==> src/rtl/row_result_if.sv <==
// Streaming handshake bundle between the PE row, the row result
// accumulator and the next-layer slide buffer.
interface row_result_if;
    logic [7:0] in_data;
    logic       in_val;
    logic       in_ready;
    logic [6:0] out_data;
    logic       out_valid;
    logic       out_ready;

    modport master (
        output in_data,
        output in_val,
        output out_ready,
        input  in_ready,
        input  out_data,
        input  out_valid
    );

    modport slave (
        input  in_data,
        input  in_val,
        input  out_ready,
        output in_ready,
        output out_data,
        output out_valid
    );
endinterface

==> src/rtl/row_result_accumulator.sv <==
// Row result accumulator: sums cfg_tiles signed partial sums plus a bias.
// Each finished group is shifted, passed through ReLU and clamped to 7 bits.
// The result is queued in a 4-entry FIFO for the next layer.
module row_result_accumulator (
    input  logic        clk,
    input  logic        rst,
    input  logic        clr,
    input  logic [3:0]  cfg_tiles,
    input  logic [7:0]  cfg_bias,
    input  logic [2:0]  cfg_shift,
    row_result_if.slave bus,
    output logic        ovf,
    output logic        busy
);
    typedef enum logic [1:0] {
        ST_IDLE = 2'd0,
        ST_ACC  = 2'd1,
        ST_POST = 2'd2
    } state_t;

    state_t             state_r;
    state_t             state_s;

    logic [3:0]         tiles_r;
    logic [7:0]         bias_r;
    logic [2:0]         shift_r;

    logic signed [12:0] acc_r;
    logic [3:0]         cnt_r;
    logic               ovf_r;

    logic [6:0]         mem_r [0:3];
    logic [1:0]         wr_ptr_r;
    logic [1:0]         rd_ptr_r;
    logic [2:0]         fifo_cnt_r;

    logic               pending_s;
    logic [3:0]         occupancy_s;
    logic               in_ready_s;
    logic               accept_s;
    logic               drop_s;
    logic               first_s;
    logic               last_s;
    logic               push_s;
    logic               pop_s;
    logic [6:0]         post_s;

    // Arithmetic shift, then ReLU, then clamp into the unsigned 7-bit range.
    function automatic logic [6:0] post_process(input logic signed [12:0] acc,
                                                input logic [2:0] shamt);
        logic signed [12:0] y;
        y = acc >>> shamt;
        if (y < 13'sd0) begin
            return 7'd0;
        end else if (y > 13'sd127) begin
            return 7'd127;
        end else begin
            return y[6:0];
        end
    endfunction

    // Handshake qualifiers; a pending POST result reserves its FIFO slot up front.
    always_comb begin
        pending_s   = (state_r == ST_POST);
        occupancy_s = {1'b0, fifo_cnt_r} + {3'b000, pending_s};
        in_ready_s  = (occupancy_s < 4'd4);
        accept_s    = bus.in_val & in_ready_s & ~clr;
        drop_s      = bus.in_val & ~in_ready_s & ~clr;
        first_s     = (cnt_r == 4'd0);
        last_s      = (cnt_r == (tiles_r - 4'd1));
        push_s      = pending_s & ~clr;
        pop_s       = (fifo_cnt_r != 3'd0) & bus.out_ready & ~clr;
        post_s      = post_process(acc_r, shift_r);
    end

    // Next-state logic; a beat taken in POST immediately opens the next group.
    always_comb begin
        state_s = state_r;
        if (clr) begin
            state_s = ST_IDLE;
        end else begin
            case (state_r)
                ST_IDLE, ST_POST: begin
                    if (accept_s) begin
                        state_s = last_s ? ST_POST : ST_ACC;
                    end else begin
                        state_s = ST_IDLE;
                    end
                end
                ST_ACC: begin
                    if (accept_s && last_s) begin
                        state_s = ST_POST;
                    end else begin
                        state_s = ST_ACC;
                    end
                end
                default: state_s = ST_IDLE;
            endcase
        end
    end

    // FSM state register.
    always_ff @(posedge clk or posedge rst) begin
        if (rst) begin
            state_r <= ST_IDLE;
        end else begin
            state_r <= state_s;
        end
    end

    // Config latch, accumulator, tile counter and sticky overflow flag.
    always_ff @(posedge clk or posedge rst) begin
        if (rst) begin
            tiles_r <= 4'd1;
            bias_r  <= 8'd0;
            shift_r <= 3'd0;
            acc_r   <= 13'sd0;
            cnt_r   <= 4'd0;
            ovf_r   <= 1'b0;
        end else if (clr) begin
            tiles_r <= (cfg_tiles == 4'd0) ? 4'd1 : cfg_tiles;
            bias_r  <= cfg_bias;
            shift_r <= cfg_shift;
            acc_r   <= 13'sd0;
            cnt_r   <= 4'd0;
            ovf_r   <= 1'b0;
        end else begin
            if (accept_s) begin
                if (first_s) begin
                    acc_r <= {{5{bias_r[7]}}, bias_r} + {{5{bus.in_data[7]}}, bus.in_data};
                end else begin
                    acc_r <= acc_r + {{5{bus.in_data[7]}}, bus.in_data};
                end
                cnt_r <= last_s ? 4'd0 : (cnt_r + 4'd1);
            end
            if (drop_s) begin
                ovf_r <= 1'b1;
            end
        end
    end

    // Result FIFO: written in POST, popped by the consumer, emptied by clr.
    always_ff @(posedge clk or posedge rst) begin
        if (rst) begin
            for (int i = 0; i < 4; i++) begin
                mem_r[i] <= 7'd0;
            end
            wr_ptr_r   <= 2'd0;
            rd_ptr_r   <= 2'd0;
            fifo_cnt_r <= 3'd0;
        end else if (clr) begin
            wr_ptr_r   <= 2'd0;
            rd_ptr_r   <= 2'd0;
            fifo_cnt_r <= 3'd0;
        end else begin
            if (push_s) begin
                mem_r[wr_ptr_r] <= post_s;
                wr_ptr_r        <= wr_ptr_r + 2'd1;
            end
            if (pop_s) begin
                rd_ptr_r <= rd_ptr_r + 2'd1;
            end
            case ({push_s, pop_s})
                2'b10:   fifo_cnt_r <= fifo_cnt_r + 3'd1;
                2'b01:   fifo_cnt_r <= fifo_cnt_r - 3'd1;
                default: fifo_cnt_r <= fifo_cnt_r;
            endcase
        end
    end

    assign bus.in_ready  = in_ready_s;
    assign bus.out_valid = (fifo_cnt_r != 3'd0);
    assign bus.out_data  = mem_r[rd_ptr_r];
    assign ovf           = ovf_r;
    assign busy          = (cnt_r != 4'd0);
endmodule
==> src/flat_wrapper.sv <==
// flat-port wrapper written by rule: the top's interface ports become plain ports
module row_result_accumulator_flat 
  (clk, rst, clr, cfg_tiles, cfg_bias, cfg_shift, ovf, busy, bus_in_data, bus_in_val, bus_out_ready, bus_in_ready, bus_out_data, bus_out_valid);
  row_result_if bus_i ();
  input  logic clk;
  input  logic rst;
  input  logic clr;
  input  logic [3:0] cfg_tiles;
  input  logic [7:0] cfg_bias;
  input  logic [2:0] cfg_shift;
  output logic ovf;
  output logic busy;
  input wire logic [$bits(bus_i.in_data)-1:0] bus_in_data;
  input wire logic [$bits(bus_i.in_val)-1:0] bus_in_val;
  input wire logic [$bits(bus_i.out_ready)-1:0] bus_out_ready;
  output wire logic [$bits(bus_i.in_ready)-1:0] bus_in_ready;
  output wire logic [$bits(bus_i.out_data)-1:0] bus_out_data;
  output wire logic [$bits(bus_i.out_valid)-1:0] bus_out_valid;
  assign bus_i.in_data = bus_in_data;
  assign bus_i.in_val = bus_in_val;
  assign bus_i.out_ready = bus_out_ready;
  assign bus_in_ready = bus_i.in_ready;
  assign bus_out_data = bus_i.out_data;
  assign bus_out_valid = bus_i.out_valid;
  row_result_accumulator u_core (.clk(clk), .rst(rst), .clr(clr), .cfg_tiles(cfg_tiles), .cfg_bias(cfg_bias), .cfg_shift(cfg_shift), .bus(bus_i), .ovf(ovf), .busy(busy));
endmodule
==> config.mk <==
export PLATFORM = sky130hd
export DESIGN_NAME = row_result_accumulator_flat
export DESIGN_NICKNAME = d
export VERILOG_FILES = /design/src/rtl/row_result_if.sv /design/src/rtl/row_result_accumulator.sv /design/src/flat_wrapper.sv
export SDC_FILE = /design/constraint.sdc
export NUM_CORES = 1
export LEC_CHECK = 0
export CAP_MARGIN = 25
export CORE_MARGIN = 2
export CORE_UTILIZATION = 63
export CTS_CLUSTER_DIAMETER = 40
export CTS_CLUSTER_SIZE = 25
export DETAILED_ROUTE_END_ITERATION = 12
export PLACE_DENSITY = 0.86
export SYNTH_ARGS = -nofsm -noshare
export SYNTH_HDL_FRONTEND = slang
export SYNTH_SLANG_ARGS = --single-unit
==> constraint.sdc <==
create_clock -name clk -period 4.84 [get_ports clk]
set_input_delay 0.484 -clock clk [delete_from_list [all_inputs] [get_ports clk]]
set_output_delay 0.484 -clock clk [all_outputs]
set_load 0.02 [all_outputs]
==> results_dict.tcl <==
set metrics [dict create \
    fin_nets 547 \
    vdd.ir_drop.worst_mv 0.232 \
    crit_arrival_ns 2.49 \
    regArea_mm2 0.00175 \
    synth.avg_cell_area_um2 9.66 \
    synth_xor_xnor_area_share 0.0394 \
    cts_tree "built" \
    cts_sinks 70 \
    yosysTopAreaCellShare 0.388 \
    fmax_mhz 336 \
    sw_frac_of_total 0.396 \
    combPwrFrac 0.437 \
    area_growth_pct 13.7 \
    final_util 0.744 \
    clk_path_buf_depth 2 \
    place_area_mm2 0.00487 \
    max_cap_viol_count 0 \
    status "completed" \
    worstMarginPinSlew_ns 0.873 \
    num-fill-cells 465 \
    clk_pin_slew_ns 0.08 \
    power.share.sequential 0.367 \
    synth_ff_type "dfrtp_1" \
    critPathLaunch "u_core.cnt_r[0]" \
    setup_violations 0 \
    final.setup_skew_ns 0.0112 \
    rsz0062_at_grt "no" \
    cts_buffers 9 \
    netlist_instances 460 \
    power_frac_clock 0.196 \
    worst_setup_path_end_kind "output pin" \
    synthMuxAreaShare 0.109 \
    synth-simple-area-share 0.150 \
    die_x_um 88 \
    row_count 30 \
    io_pins 39 \
    vias 3568 \
    fin_tns_setup_ns 0 \
    grt_pass1_vias 3480 \
    power_uw 2220 \
    drt_iter0_drc 196 \
    ant_nets 0 \
    ys_top_cells_by_count "69 x dfrtp_1, 63 x nand2_1, 36 x o21ai_0" \
    coreArea_mm2 0.00679 \
    power.density_mw_per_mm2 439 \
    synthAdderAreaFrac 0.0895 \
    hold_viol 0 \
    critPathMaxFanout 12 \
    ys_ff_latch 70 \
    dp_slack_ns 1.94 \
    holdBufCountCts 0 \
    yosys-top-cells-area "dfrtp_1 39%, ha_1 7.6%, nand2_1 5.3%" \
    synth_top_family_by_area "compound AO/OA/AOI/OAI gates" \
    gp_congestion 0.955 \
    slew-limit-headroom 0.418 \
    wl_per_cell_um 15.8 \
    critical_path_class "flop to output pin" \
    cts_root_buf "clkbuf_8" \
    rr_startpoint "u_core.shift_r[1]" \
    initial_core_util 0.654 \
    synth-edff-count 0 \
    ys_types 55 \
    p_sw_uw 878 \
    vias_per_cell 6.05 \
    period_share 0.614 \
    grt_max_degree 71 \
    ys_seq_area_frac 0.394 \
    drv_slew 0 \
    ys_warn_count 0 \
    synth_area_leader_cell "dfrtp_1" \
    hold_class "flop to flop" \
    diodes 0 \
    drc_errors 0 \
    postCtsResizedCells 0 \
    layout_setup_ws_ns 1.87 \
    grt_overflow_total 0 \
    drive_above_1_share 0.103 \
    firstDrtPassIters 5 \
    async_flop_share 1.00 \
    numPortBuffers 38 \
    syn_nets 518 \
    dp_hpwl_um 6830 \
    htree_levels 3 \
    track_usage 0.269 \
    worstPathRequired_ns 4.36 \
    holdCritStartpoint "u_core.mem_r[5]" \
    fin_area_mm2 0.00505 \
    critPathLaunchType "flop" \
    drt-total-wl_um 9350 \
    multiInputGateArea_mm2 0.00251 \
    clock_latency_ns 0.35 \
    intPower_uw 1340 \
    period_needed_ns 2.97 \
    grt_antenna_before_repair 0 \
    synth-compound-area-share 0.177 \
    power_leakage_uw 0.00227 \
    yosysMostFrequentCell "dfrtp_1" \
    design.die.area_mm2 0.00774 \
    post-cts-setup-buffers 0 \
    syn_area_mm2 0.00445 \
    grt_first_pass_wirelength_um 16200 \
    fp.dieH_um 88 \
]
[final cells by class]
| class | instances | share of cell area |
|---|---|---|
| clock inverter | 6 | 0.00916 |
| sequential | 70 | 0.347 |
| tap | 96 | 0.0238 |
| multi-input combinational | 345 | 0.498 |
| timing repair buffer | 40 | 0.0783 |
| clock buffer | 10 | 0.0272 |
| inverter | 23 | 0.0171 |
[power by group through the flow]
stage	Clock (uW)	Combinational, uW	Sequential (uW)
finish	435	967	814
detailed placement	0	959	824
global placement	0	922	815
global route	471	1070	831
floorplan	0	741	762
CTS	442	963	813
[worst paths after layout]
path | to | cells past startpoint | slack, ns
max in group asynchronous | u_core.acc_r[9] | 3 | 3.56
max | busy | 5 | 1.87
max reg2reg | u_core.mem_r[9] | 6 | 2.32
min | u_core.mem_r[5] | 2 | 0.48
min reg2reg | u_core.mem_r[5] | 2 | 0.48
min in group asynchronous | u_core.rd_ptr_r[1] | 3 | 0.71
[logic make-up after synthesis]
| group | Yosys count |
|---|---|
| xor gates and xnor gates | 20 |
| AOI/OAI and AO/OA | 121 |
| DFF | 70 |
| buffers and inverters | 45 |
| adders and majority gates | 30 |
| muxes | 34 |
| and+or+nand+nor | 140 |
[cell usage in the layout (no fill, tap or decap), types with 3 or more instances in the layout]
| cell type | n |
|---|---|
| dfrtp_1 | 69 |
| nand2_1 | 63 |
| clkdlybuf4s50_1 | 38 |
| o21ai_0 | 36 |
| nor2_1 | 29 |
| ha_1 | 27 |
| inv_1 | 22 |
| a21oi_1 | 19 |
| mux2_2 | 15 |
| mux4_2 | 10 |
| xnor2_1 | 10 |
| xor2_1 | 10 |
| clkbuf_8 | 10 |
| mux2i_1 | 9 |
| nand3_1 | 9 |
| a221o_1 | 9 |
| o21ai_1 | 9 |
| a21o_1 | 9 |
| a211oi_1 | 8 |
| nor3_1 | 7 |
| or3_1 | 6 |
| nand2b_1 | 6 |
| o21a_1 | 5 |
| nor2b_1 | 4 |
| a311oi_1 | 4 |
| o211ai_1 | 3 |
| nand4_1 | 3 |
| and3_1 | 3 |
| a22o_1 | 3 |
| fa_1 | 3 |
[through the flow]
step | instances | hold slack, ns
2_1_floorplan | 460 | 0.445
3_3_place_gp | 574 | 0.458
3_5_place_dp | 574 | 0.465
4_1_cts | 590 | 0.484
5_1_grt | 590 | 0.516
6_report | 590 | 0.484
[registers in the layout, summed over array words and instances, names as in the netlist]
register,cells
u_core.mem_r,28
u_core.acc_r,13
u_core.bias_r,8
u_core.cnt_r,4
u_core.tiles_r,4
u_core.fifo_cnt_r,3
u_core.shift_r,3
u_core.rd_ptr_r,2
u_core.state_r,2
u_core.wr_ptr_r,2
u_core.ovf,1
[layer usage]
| layer | vias to the layer above | track usage | wire length [um] |
|---|---|---|---|
| li1 | 1720 | - | - |
| met1 | 1746 | 0.356 | 4160 |
| met2 | 91 | 0.458 | 4700 |
| met3 | 11 | 0.0528 | 387 |
| met4 | 0 | 0.0657 | 97 |
| met5 | - | 0 | 0 |
[critical path: stages, from the launching register on]
cell and delay [ns]:
dfrtp_1 0.47, inv_1 0.07, ha_1 0.19, and2_1 0.30, inv_1 0.41, clkdlybuf4s50_1 0.69
No activity file was read; power rests on OpenSTA's default activity.
